<file path="src/rtl/fetch_unit.sv">
// Instruction fetch front end: issues word reads, buffers up to two words, flushes on redirect.
// Optional misaligned-target fault state is enabled by defining FETCH_ALIGN_CHECK_EN.
module fetch_unit #(
    parameter logic [31:0] RESET_PC = 32'h0000_0000
) (
    input  logic        i_clk,
    input  logic        i_rst,
    output logic        o_req_valid,
    output logic [31:0] o_req_addr,
    input  logic        i_req_ready,
    input  logic        i_rsp_valid,
    input  logic [31:0] i_rsp_data,
    output logic        o_valid,
    output logic [31:0] o_instr,
    output logic [31:0] o_pc,
    input  logic        i_ready,
    input  logic        i_redirect,
    input  logic [31:0] i_redirect_pc,
    output logic        o_fault
);

    localparam logic [31:0] NOP = 32'h0000_0013;

    logic [31:0] fpc;
    logic [31:0] dpc;
    logic [1:0]  out_cnt;
    logic [1:0]  drop_cnt;
    logic [1:0]  cnt;
    logic [31:0] fifo [2];
    logic        rd_ptr;
    logic        wr_ptr;

    logic        run;
    logic        pop;
    logic        hs;
    logic        rsp;
    logic        drop;
    logic        keep;
    logic [2:0]  credit;
    logic [1:0]  out_nxt;
    logic [31:0] tgt;

`ifdef FETCH_ALIGN_CHECK_EN
    typedef enum logic {RUN, FAULT} state_t;
    state_t state_q;
    state_t state_d;

    always_ff @(posedge i_clk) begin
        if (i_rst) state_q <= RUN;
        else       state_q <= state_d;
    end

    always_comb begin
        state_d = state_q;
        if (i_redirect)
            state_d = (i_redirect_pc[1:0] != 2'b00) ? FAULT : RUN;
    end

    always_comb begin
        run     = (state_q == RUN);
        o_fault = (state_q == FAULT);
    end

    assign tgt = i_redirect_pc;
`else
    assign run     = 1'b1;
    assign o_fault = 1'b0;
    assign tgt     = i_redirect_pc & 32'hFFFF_FFFC;
`endif

    assign o_valid = (cnt != 2'd0);
    assign pop     = o_valid & i_ready;

    // Credit covers both in-flight requests and buffered words.
    assign credit  = {1'b0, out_cnt} + {1'b0, cnt} - {2'b00, pop};

    assign o_req_valid = !i_rst && run && (credit < 3'd2);
    assign o_req_addr  = fpc;

    assign hs      = o_req_valid & i_req_ready;
    assign rsp     = i_rsp_valid & (out_cnt != 2'd0);
    assign drop    = rsp & (drop_cnt != 2'd0);
    assign keep    = rsp & ~drop;
    assign out_nxt = out_cnt + {1'b0, hs} - {1'b0, rsp};

    assign o_instr = o_valid ? fifo[rd_ptr] : NOP;
    assign o_pc    = dpc;

    always_ff @(posedge i_clk) begin
        if (i_rst) begin
            fpc      <= RESET_PC;
            dpc      <= RESET_PC;
            out_cnt  <= 2'd0;
            drop_cnt <= 2'd0;
            cnt      <= 2'd0;
            rd_ptr   <= 1'b0;
            wr_ptr   <= 1'b0;
        end else if (i_redirect) begin
            fpc      <= tgt;
            dpc      <= tgt;
            cnt      <= 2'd0;
            rd_ptr   <= 1'b0;
            wr_ptr   <= 1'b0;
            out_cnt  <= out_nxt;
            drop_cnt <= out_nxt;
        end else begin
            out_cnt <= out_nxt;
            cnt     <= cnt + {1'b0, keep} - {1'b0, pop};
            if (hs)   fpc      <= fpc + 32'd4;
            if (pop)  dpc      <= dpc + 32'd4;
            if (pop)  rd_ptr   <= ~rd_ptr;
            if (keep) wr_ptr   <= ~wr_ptr;
            if (drop) drop_cnt <= drop_cnt - 2'd1;
        end
    end

    always_ff @(posedge i_clk) begin
        if (!i_rst && !i_redirect && keep)
            fifo[wr_ptr] <= i_rsp_data;
    end

endmodule
</file>
<file path="config.mk">
export PLATFORM = sky130hd
export DESIGN_NAME = fetch_unit
export DESIGN_NICKNAME = d
export VERILOG_FILES = /design/src/rtl/fetch_unit.sv
export SDC_FILE = /design/constraint.sdc
export NUM_CORES = 1
export LEC_CHECK = 0
export ABC_AREA = 1
export CAP_MARGIN = 20
export CORE_MARGIN = 10
export CORE_UTILIZATION = 40
export DETAILED_ROUTE_END_ITERATION = 8
export DONT_BUFFER_PORTS = 1
export PLACE_DENSITY_LB_ADDON = 0.08
export SLEW_MARGIN = 20
export SYNTH_ARGS = -nofsm -noshare
export SYNTH_HDL_FRONTEND = slang
export SYNTH_SLANG_ARGS = --single-unit
</file>
<file path="constraint.sdc">
create_clock -name i_clk -period 6.3 [get_ports i_clk]
set_clock_uncertainty 0.15 [all_clocks]
set_input_delay 0.63 -clock i_clk [delete_from_list [all_inputs] [get_ports i_clk]]
set_output_delay 0.63 -clock i_clk [all_outputs]
set_load 0.005 [all_outputs]
</file>
==> results_dict.tcl, run 1 <==
set metrics [dict create \
    cp.required_ns 6.52 \
    fin_area_sq_um 7830 \
    rrSetupSlack_ns 2.16 \
    cts_resized 0 \
    grt_overflow 0 \
    clockBufferDepth 2 \
    cts_tree "yes" \
    worst_pin_slew_ns 1.06 \
    min_path_cells 1 \
    drt_iter0_markers 304 \
    timing.final.crit_share 0.657 \
    wl_per_cell_um 18.8 \
    crit_fanout 30 \
    final_common_cell "nand2_1" \
    synth_cell_types 39 \
    multi_input_area_sq_um 3270 \
    grt_pass1_vias 5666 \
    drc 0 \
    hold_class "input pin to register" \
    track_usage 0.180 \
    holdBufCountCts 0 \
    worstSetupPathType "register to register" \
    reg2reg_to "drop_cnt[1]$_SDFFE_PP0P_" \
    register_area_sq_um 3300 \
    nNetsFinal 993 \
    hold_start "i_rst" \
    gp_congestion 0.843 \
    portBuffers 0 \
    end_kind "register" \
    grt_pass1_wl_um 33300 \
    ioPinCount 169 \
    core_area_sq_um 17400 \
    rsz0062_at_grt "no" \
    num_vias 5918 \
    postCtsSetupRepairBufs 0 \
    cp_num_buf_inv 6 \
    fmax_mhz 242 \
    dieArea_sq_um 23400 \
    path_delay_family "simple AND/OR/NAND/NOR gates" \
    syn_inst 924 \
    outcome "finished, final reports clean" \
    slew_violations 0 \
    hold_ws_ns 0.134 \
    setup_violations 0 \
    ir_drop_mv 0.214 \
    ant_nets 0 \
    cts_root_buffer "clkbuf_16" \
    timing.rr.start "cnt[1]$_SDFF_PP0_" \
    power_density_nw_per_um2 291 \
    cts.sinks 133 \
    syn_area_per_cell_sq_um 7.67 \
    rows 48 \
    hold_viol 0 \
    die_y_um 153 \
    power_leakage_nw 2.86 \
    yosysSeqAreaShare 0.466 \
    ys_ff_latch 133 \
    critPathMaxStageDelay_ns 0.63 \
    ff2ff_path_depth 20 \
    clkLatencyLatePin_ns 0.42 \
    syn_to_final_growth_pct 10.5 \
    numCtsBuffers 17 \
    ys_warn_count 0 \
    relSlewSlack 0.293 \
    drive_gt1_frac 0.102 \
    grt_max_degree 49 \
    crit_chain "nor2_4 -> inv_4 -> nand2_4 -> inv_4 -> ha_1 -> inv_1 -> nand2_1 -> fa_1 -> inv_1 -> nor2_2 -> nand4_4 -> ha_1 -> inv_1 -> ha_1 -> xor2_1 -> xor2_1 -> nand2_1 -> o211ai_1 -> nand2_1 -> inv_1" \
    hpwlAfterDp_um 16000 \
    holdPathEnd "out_cnt[0]$_SDFF_PP0_" \
    cp-start-kind "register" \
    die_w_um 153 \
    synth.cell_area_sq_um 7090 \
    grt_antenna_before_repair 1 \
    crit_top_cell "inv_1" \
    htreeDepth 4 \
    dpl-instance-area_sq_um 7240 \
    start_util 0.408 \
    firstDrtPassIters 5 \
    vias_per_cell 5.13 \
    drv_cap 0 \
    crit_arrival_ns 4.36 \
    postLayoutCoreUtil 0.451 \
    layout_common_cells "nand2_1, inv_1, a21oi_1" \
    drt_wl_total_um 21700 \
    critical_path.slowest_cell "nor2_4" \
    fin_crit_ns 4.14 \
    final.setup.tns_ns 0 \
    nFillCells 1843 \
    clkTransAtPathRegs_ns 0.06 \
    power_w 0.00227 \
]
cells by family after synthesis:
family	share of synthesized area
simple gates	0.298
compound gates	0.123
flops	0.466
buf+inv	0.0766
xor+xnor	0.0185
fa+ha+maj	0.0170
other cells	0.000529
where the power goes:
part	switching (W)	internal [W]
clock	0.000435	0.000564
sequential	0.0000594	0.000953
combinational	0.000182	0.0000812
state kept, by name, indices dropped and copies added, names as in the netlist, named ones only:
name and count:
drop_cnt 2, rd_ptr 1, o_pc 30, fifo 64
out_cnt 2, cnt 2, wr_ptr 1, o_req_addr 30
per-stage QoR:
step | cells | worst slack [ns]
3_3_place_gp | 1120 | 2.17
2_1_floorplan | 928 | 2.37
6_report | 1153 | 2.16
5_1_grt | 1152 | 1.79
3_5_place_dp | 1120 | 2.12
4_1_cts | 1152 | 2.09
worst max-delay path by stage:
stage / startpoint / end / slack [ns] / cells after the start
after detailed placement: cnt[1]$_SDFF_PP0_ / drop_cnt[1]$_SDFFE_PP0P_ / 2.12 / 20
after global placement: cnt[1]$_SDFF_PP0_ / drop_cnt[1]$_SDFFE_PP0P_ / 2.17 / 20
final: cnt[1]$_SDFF_PP0_ / drop_cnt[1]$_SDFFE_PP0P_ / 2.16 / 20
after global routing: cnt[1]$_SDFF_PP0_ / drop_cnt[1]$_SDFFE_PP0P_ / 1.79 / 20
after CTS: cnt[1]$_SDFF_PP0_ / drop_cnt[1]$_SDFFE_PP0P_ / 2.09 / 20
after floorplan: i_rst / fifo[1][0]$_DFFE_PP_ / 2.37 / 4
routing by layer:
metal  GRT usage  vias up  routed length [um]
li1            -     3009                   -
met5           0        -                   9
met3      0.0850       20                2350
met2       0.292      209               10200
met1       0.205     2678                8790
met4      0.0581        2                 357
cell type report:
cell class	count	area share
well taps	225	0.0360
clock buffers	17	0.0544
multi-input cells	663	0.418
flip-flops and latches	133	0.422
diodes	1	0.000320
inverters	97	0.0472
repair buffers	2	0.00192
clock inverters	15	0.0205
cells in the mapped netlist (all sizes together):
cell,number,area share
nand3b,1,0.0011
o22ai,2,0.0018
a21oi,88,0.063
conb,1,0.00053
nor3,3,0.0028
o211ai,5,0.0053
or2,1,0.00088
dfxtp,69,0.19
nor3b,1,0.0011
inv,97,0.052
a21boi,1,0.0011
clkbuf,16,0.0085
xnor2,4,0.0049
o21bai,3,0.0032
nand4,9,0.010
and2,1,0.00088
edfxtp,64,0.27
xor2,11,0.014
a31oi,11,0.0097
nand2,277,0.16
nand3,64,0.049
buf,19,0.016
fa,1,0.0028
o21ai,56,0.040
ha,8,0.014
nor2,111,0.077
worst register-to-register path, stage by stage (launching register included):
cell	delay (ns)
dfxtp_1	0.35
nor2_4	0.63
inv_4	0.13
nand2_4	0.14
inv_4	0.11
ha_1	0.29
inv_1	0.07
nand2_1	0.07
fa_1	0.50
inv_1	0.04
nor2_2	0.13
nand4_4	0.20
ha_1	0.35
inv_1	0.06
ha_1	0.15
xor2_1	0.19
xor2_1	0.21
nand2_1	0.07
o211ai_1	0.08
nand2_1	0.08
inv_1	0.07
No activity file was read; power rests on OpenSTA's default activity.
==> inputs of run 2 (changes only) <==
Clock period 6.3 ns to 3.8 ns, I/O delays scaled along.
==> results_dict.tcl, run 2 (synthesis results as in run 1) <==
set metrics [dict create \
    outcome "finished, final reports clean" \
    gp_congestion 0.848 \
    die_w_um 153 \
    slew_violations 0 \
    cts_tree "yes" \
    drt_iter0_markers 314 \
    grt_overflow 0 \
    cp.required_ns 4.02 \
    hold_viol 0 \
    track_usage 0.186 \
    cp-start-kind "register" \
    drt_wl_total_um 22300 \
    rrSetupSlack_ns 0.33 \
    grt_max_degree 45 \
    rows 48 \
    largest_register_ffs 64 \
    dieArea_sq_um 23400 \
    layout_common_cells "nand2_1, inv_1, a21oi_1" \
    syn_to_final_growth_pct 16.5 \
    clockBufferDepth 2 \
    fin_crit_ns 3.47 \
    power_leakage_nw 3.04 \
    diodes 0 \
    drive_gt1_frac 0.101 \
    firstDrtPassIters 4 \
    power_w 0.00375 \
    timing.final.crit_share 0.914 \
    cts.sinks 133 \
    regMostFlops "fifo" \
    clkLatencyLatePin_ns 0.42 \
    final_common_cell "nand2_1" \
    power_density_nw_per_um2 454 \
    drv_cap 0 \
    worstSetupPathType "register to register" \
    grt_antenna_before_repair 0 \
    core_area_sq_um 17400 \
    drc 0 \
    crit_fanout 18 \
    ir_drop_mv 0.333 \
    wl_per_cell_um 18.7 \
    hold_class "input pin to register" \
    grt_pass1_vias 5884 \
    ant_nets 0 \
    portBuffers 0 \
    setup_violations 0 \
    nNetsFinal 1037 \
    ioPinCount 169 \
    vias_per_cell 5.10 \
    worst_pin_slew_ns 0.959 \
    numCtsBuffers 17 \
    start_util 0.408 \
    num_vias 6105 \
    clkTransAtPathRegs_ns 0.06 \
    die_y_um 153 \
    end_kind "register" \
    hpwlAfterDp_um 16200 \
    cts_root_buffer "clkbuf_16" \
    fmax_mhz 288 \
    crit_arrival_ns 3.69 \
    nFillCells 1797 \
    grt_pass1_wl_um 34400 \
    rsz0062_at_grt "no" \
    htreeDepth 4 \
    relSlewSlack 0.359 \
    final.setup.tns_ns 0 \
]
-- run 2: cell count changes in the layout (fill, tap and decap cells not counted) --
cell	previous run	this run
nor2_2	14	13
clkinvlp_4	1	2
dlygate4sd3_1	0	40
clkinv_4	1	2
buf_4	2	4
diode_2	1	0
inv_4	2	1
bufinv_16	1	0
buf_12	0	2
nor2_1	83	84
-- run 2: area by class of cell --
cell class / count / area [sq um] / share of cell area
sequential: 133 / 3300 / 0.400
multi-input combinational: 663 / 3270 / 0.396
timing repair buffer: 46 / 470 / 0.0570
clock buffer: 17 / 425 / 0.0515
inverter: 97 / 372 / 0.0450
tap: 225 / 282 / 0.0341
clock inverter: 15 / 138 / 0.0167
-- run 2: worst max-delay path, cell delays in order (launching register included) --
cell      delay, ns
dfxtp_1        0.41
nor2_4         0.07
inv_4          0.10
nand2_4        0.09
inv_6          0.15
ha_1           0.25
inv_1          0.07
nand2_1        0.07
fa_1           0.50
inv_1          0.04
nor2_2         0.14
nand4_4        0.20
ha_1           0.35
inv_1          0.05
ha_1           0.14
xor2_1         0.17
xor2_1         0.21
nand2_1        0.07
o211ai_1       0.08
nand2_1        0.06
inv_1          0.06
-- run 2: path summary, 6_finish.rpt --
kind	startpoint	endpoint	cells after the start
setup / recovery	cnt[1]$_SDFF_PP0_	drop_cnt[1]$_SDFFE_PP0P_	20
hold / removal	i_redirect_pc[11]	o_pc[11]$_SDFFE_PP0P_	2
setup reg to reg	cnt[1]$_SDFF_PP0_	drop_cnt[1]$_SDFFE_PP0P_	20
hold reg to reg	rd_ptr$_SDFFE_PP0P_	register	1
-- run 2: repair_timing --
item / 4_1_cts / 5_1_grt
hold endpoints to repair: 119 / 0
buffers inserted: 0 / 0
endpoints found under the setup margin: 0 / 1
hold buffers: 41 / 0
resized for setup: 0 / 1
-- run 2: power breakdown --
group / switching [W] / internal [W]
Clock: 0.000710 / 0.000866
Sequential: 0.0000979 / 0.00158
Combinational: 0.000325 / 0.000172
Total: 0.00113 / 0.00262
-- run 2: metrics by stage --
step,setup WS [ns],cells,util,hold WS (ns),area [sq um]
2_1_floorplan,0.120,928,-,0.276,7100
3_3_place_gp,0.304,1123,0.419,0.285,7270
3_5_place_dp,0.285,1123,0.419,0.288,7270
4_1_cts,0.243,1196,0.476,0.00319,8250
5_1_grt,0.0474,1196,0.476,0.0309,8260
6_report,0.326,1196,0.476,0.0246,8260
-- run 2: metal layers --
layer	vias to the layer above	wire (um)	GRT usage
met1	2806	9480	0.226
met4	0	274	0.0513
met2	183	10700	0.305
met5	-	0	0
met3	19	1830	0.0640
li1	3097	-	-
==> inputs of run 3 (changes only) <==
Settings changed: SETUP_SLACK_MARGIN set to 0.3, SKIP_CTS_REPAIR_TIMING set to 1.
==> results_dict.tcl, run 3 (synthesis results as in run 1) <==
set metrics [dict create \
    ioPinCount 169 \
    gp_congestion 0.803 \
    violations "hold timing" \
    ir_drop_mv 0.310 \
    hpwlAfterDp_um 16100 \
    dieArea_sq_um 23400 \
    syn_to_final_growth_pct 17.1 \
    start_util 0.408 \
    layout.cells.non_filler 1199 \
    core_area_sq_um 17400 \
    crit_arrival_ns 3.40 \
    end_kind "register" \
    regMostFlops "fifo" \
    drive_gt1_frac 0.108 \
    clkLatencyLatePin_ns 0.41 \
    nNetsFinal 1040 \
    drv_cap 0 \
    fin_crit_ns 3.19 \
    portBuffers 0 \
    drc 0 \
    diodes 0 \
    clockBufferDepth 2 \
    hold_ws_ns -0.00428 \
    die_y_um 153 \
    drt_wl_total_um 22000 \
    cts_root_buffer "clkbuf_16" \
    grt_overflow 0 \
    wl_per_cell_um 18.3 \
    clkTransAtPathRegs_ns 0.06 \
    worstSetupPathType "register to register" \
    cp-start-kind "register" \
    setup_violations 0 \
    firstDrtPassIters 5 \
    slew_violations 0 \
    drt_iter0_markers 286 \
    power_w 0.00375 \
    numCtsBuffers 17 \
    min_path_cells 2 \
    timing.final.crit_share 0.840 \
    worst_pin_slew_ns 0.942 \
    grt_max_degree 49 \
    cp.required_ns 4.01 \
    final_common_cell "nand2_1" \
    num_vias 6100 \
    rsz0062_at_grt "no" \
    track_usage 0.180 \
    grt_pass1_vias 5679 \
    crit_fanout 5 \
    power_density_nw_per_um2 452 \
    die_w_um 153 \
    fmax_mhz 313 \
    power_leakage_nw 3.06 \
    grt_antenna_before_repair 0 \
    htreeDepth 4 \
    vias_per_cell 5.09 \
    final.setup.tns_ns 0 \
    dp.cells 1125 \
    pre_cts_slack_ns 0.272 \
    cts.sinks 133 \
    relSlewSlack 0.370 \
    outcome "complete, but fails checks" \
    ff2ff_path_depth 20 \
    layout_setup_ws_ns 0.609 \
    rows 48 \
    grt_pass1_wl_um 33400 \
    ant_nets 0 \
    largest_register_ffs 64 \
    hold_viol 1 \
    layout_common_cells "nand2_1, inv_1, a21oi_1" \
    hold_class "input pin to register" \
    cts_tree "yes" \
]
==> run 3: cell types whose count changed in the layout (fill, tap and decap cells not counted), moves of 2 or more <==
cell	delta
dlygate4sd3_1	-2
buf_12	-2
inv_8	-2
buf_4	+6
dfxtp_1	-2
dfxtp_2	+2
==> run 3: layout make-up <==
type	instances	area (sq um)
Fill cell	1769	9060
Inverter	97	379
Sequential cell	133	3310
Multi-Input combinational cell	663	3290
Clock buffer	17	425
Timing Repair Buffer	49	483
Tap cell	225	282
Clock inverter	15	133
==> run 3: path summary, 6_finish.rpt <==
path                                     startpoint                        to  slack [ns]
worst max-delay path              cnt[0]$_SDFF_PP0_  drop_cnt[1]$_SDFFE_PP0P_        0.61
worst max register to register    cnt[0]$_SDFF_PP0_  drop_cnt[1]$_SDFFE_PP0P_        0.61
worst min-delay path              i_redirect_pc[24]     o_pc[24]$_SDFFE_PP0P_      -0.004
worst min register to register  rd_ptr$_SDFFE_PP0P_                  register        0.31
==> run 3: layer usage <==
metal,GRT usage,wire length [um],vias to the layer above
met3,0.0808,2090,19
met5,0,0,-
met1,0.211,9070,2774
met4,0.0527,365,0
li1,-,-,3103
met2,0.291,10500,204
==> run 3: power by group <==
| part | internal (W) | switching [W] |
|---|---|---|
| logic | 0.000178 | 0.000326 |
| registers | 0.00158 | 0.000102 |
| clock network | 0.000862 | 0.000703 |
==> run 3: per-stage QoR <==
stage / cell area [sq um] / utilization / hold WS, ns
floorplan: 7110 / - / 0.276
global placement: 7280 / 0.419 / 0.289
detailed placement: 7280 / 0.419 / 0.303
CTS: 7840 / 0.452 / -0.131
global route: 8290 / 0.478 / 0.000505
finish: 8290 / 0.478 / -0.00428
==> run 3: critical path, stage by stage (launching register included) <==
cell      delay [ns]
dfxtp_2         0.33
nor2_4          0.13
inv_4           0.07
nand2_8         0.09
clkinv_8        0.05
ha_1            0.26
inv_1           0.07
nand2_1         0.07
fa_1            0.50
inv_1           0.06
nor2_4          0.11
nand4_4         0.11
ha_1            0.29
inv_1           0.04
ha_1            0.17
xor2_1          0.17
xor2_1          0.19
nand2_1         0.07
o211ai_1        0.08
nand2_1         0.06
inv_1           0.06
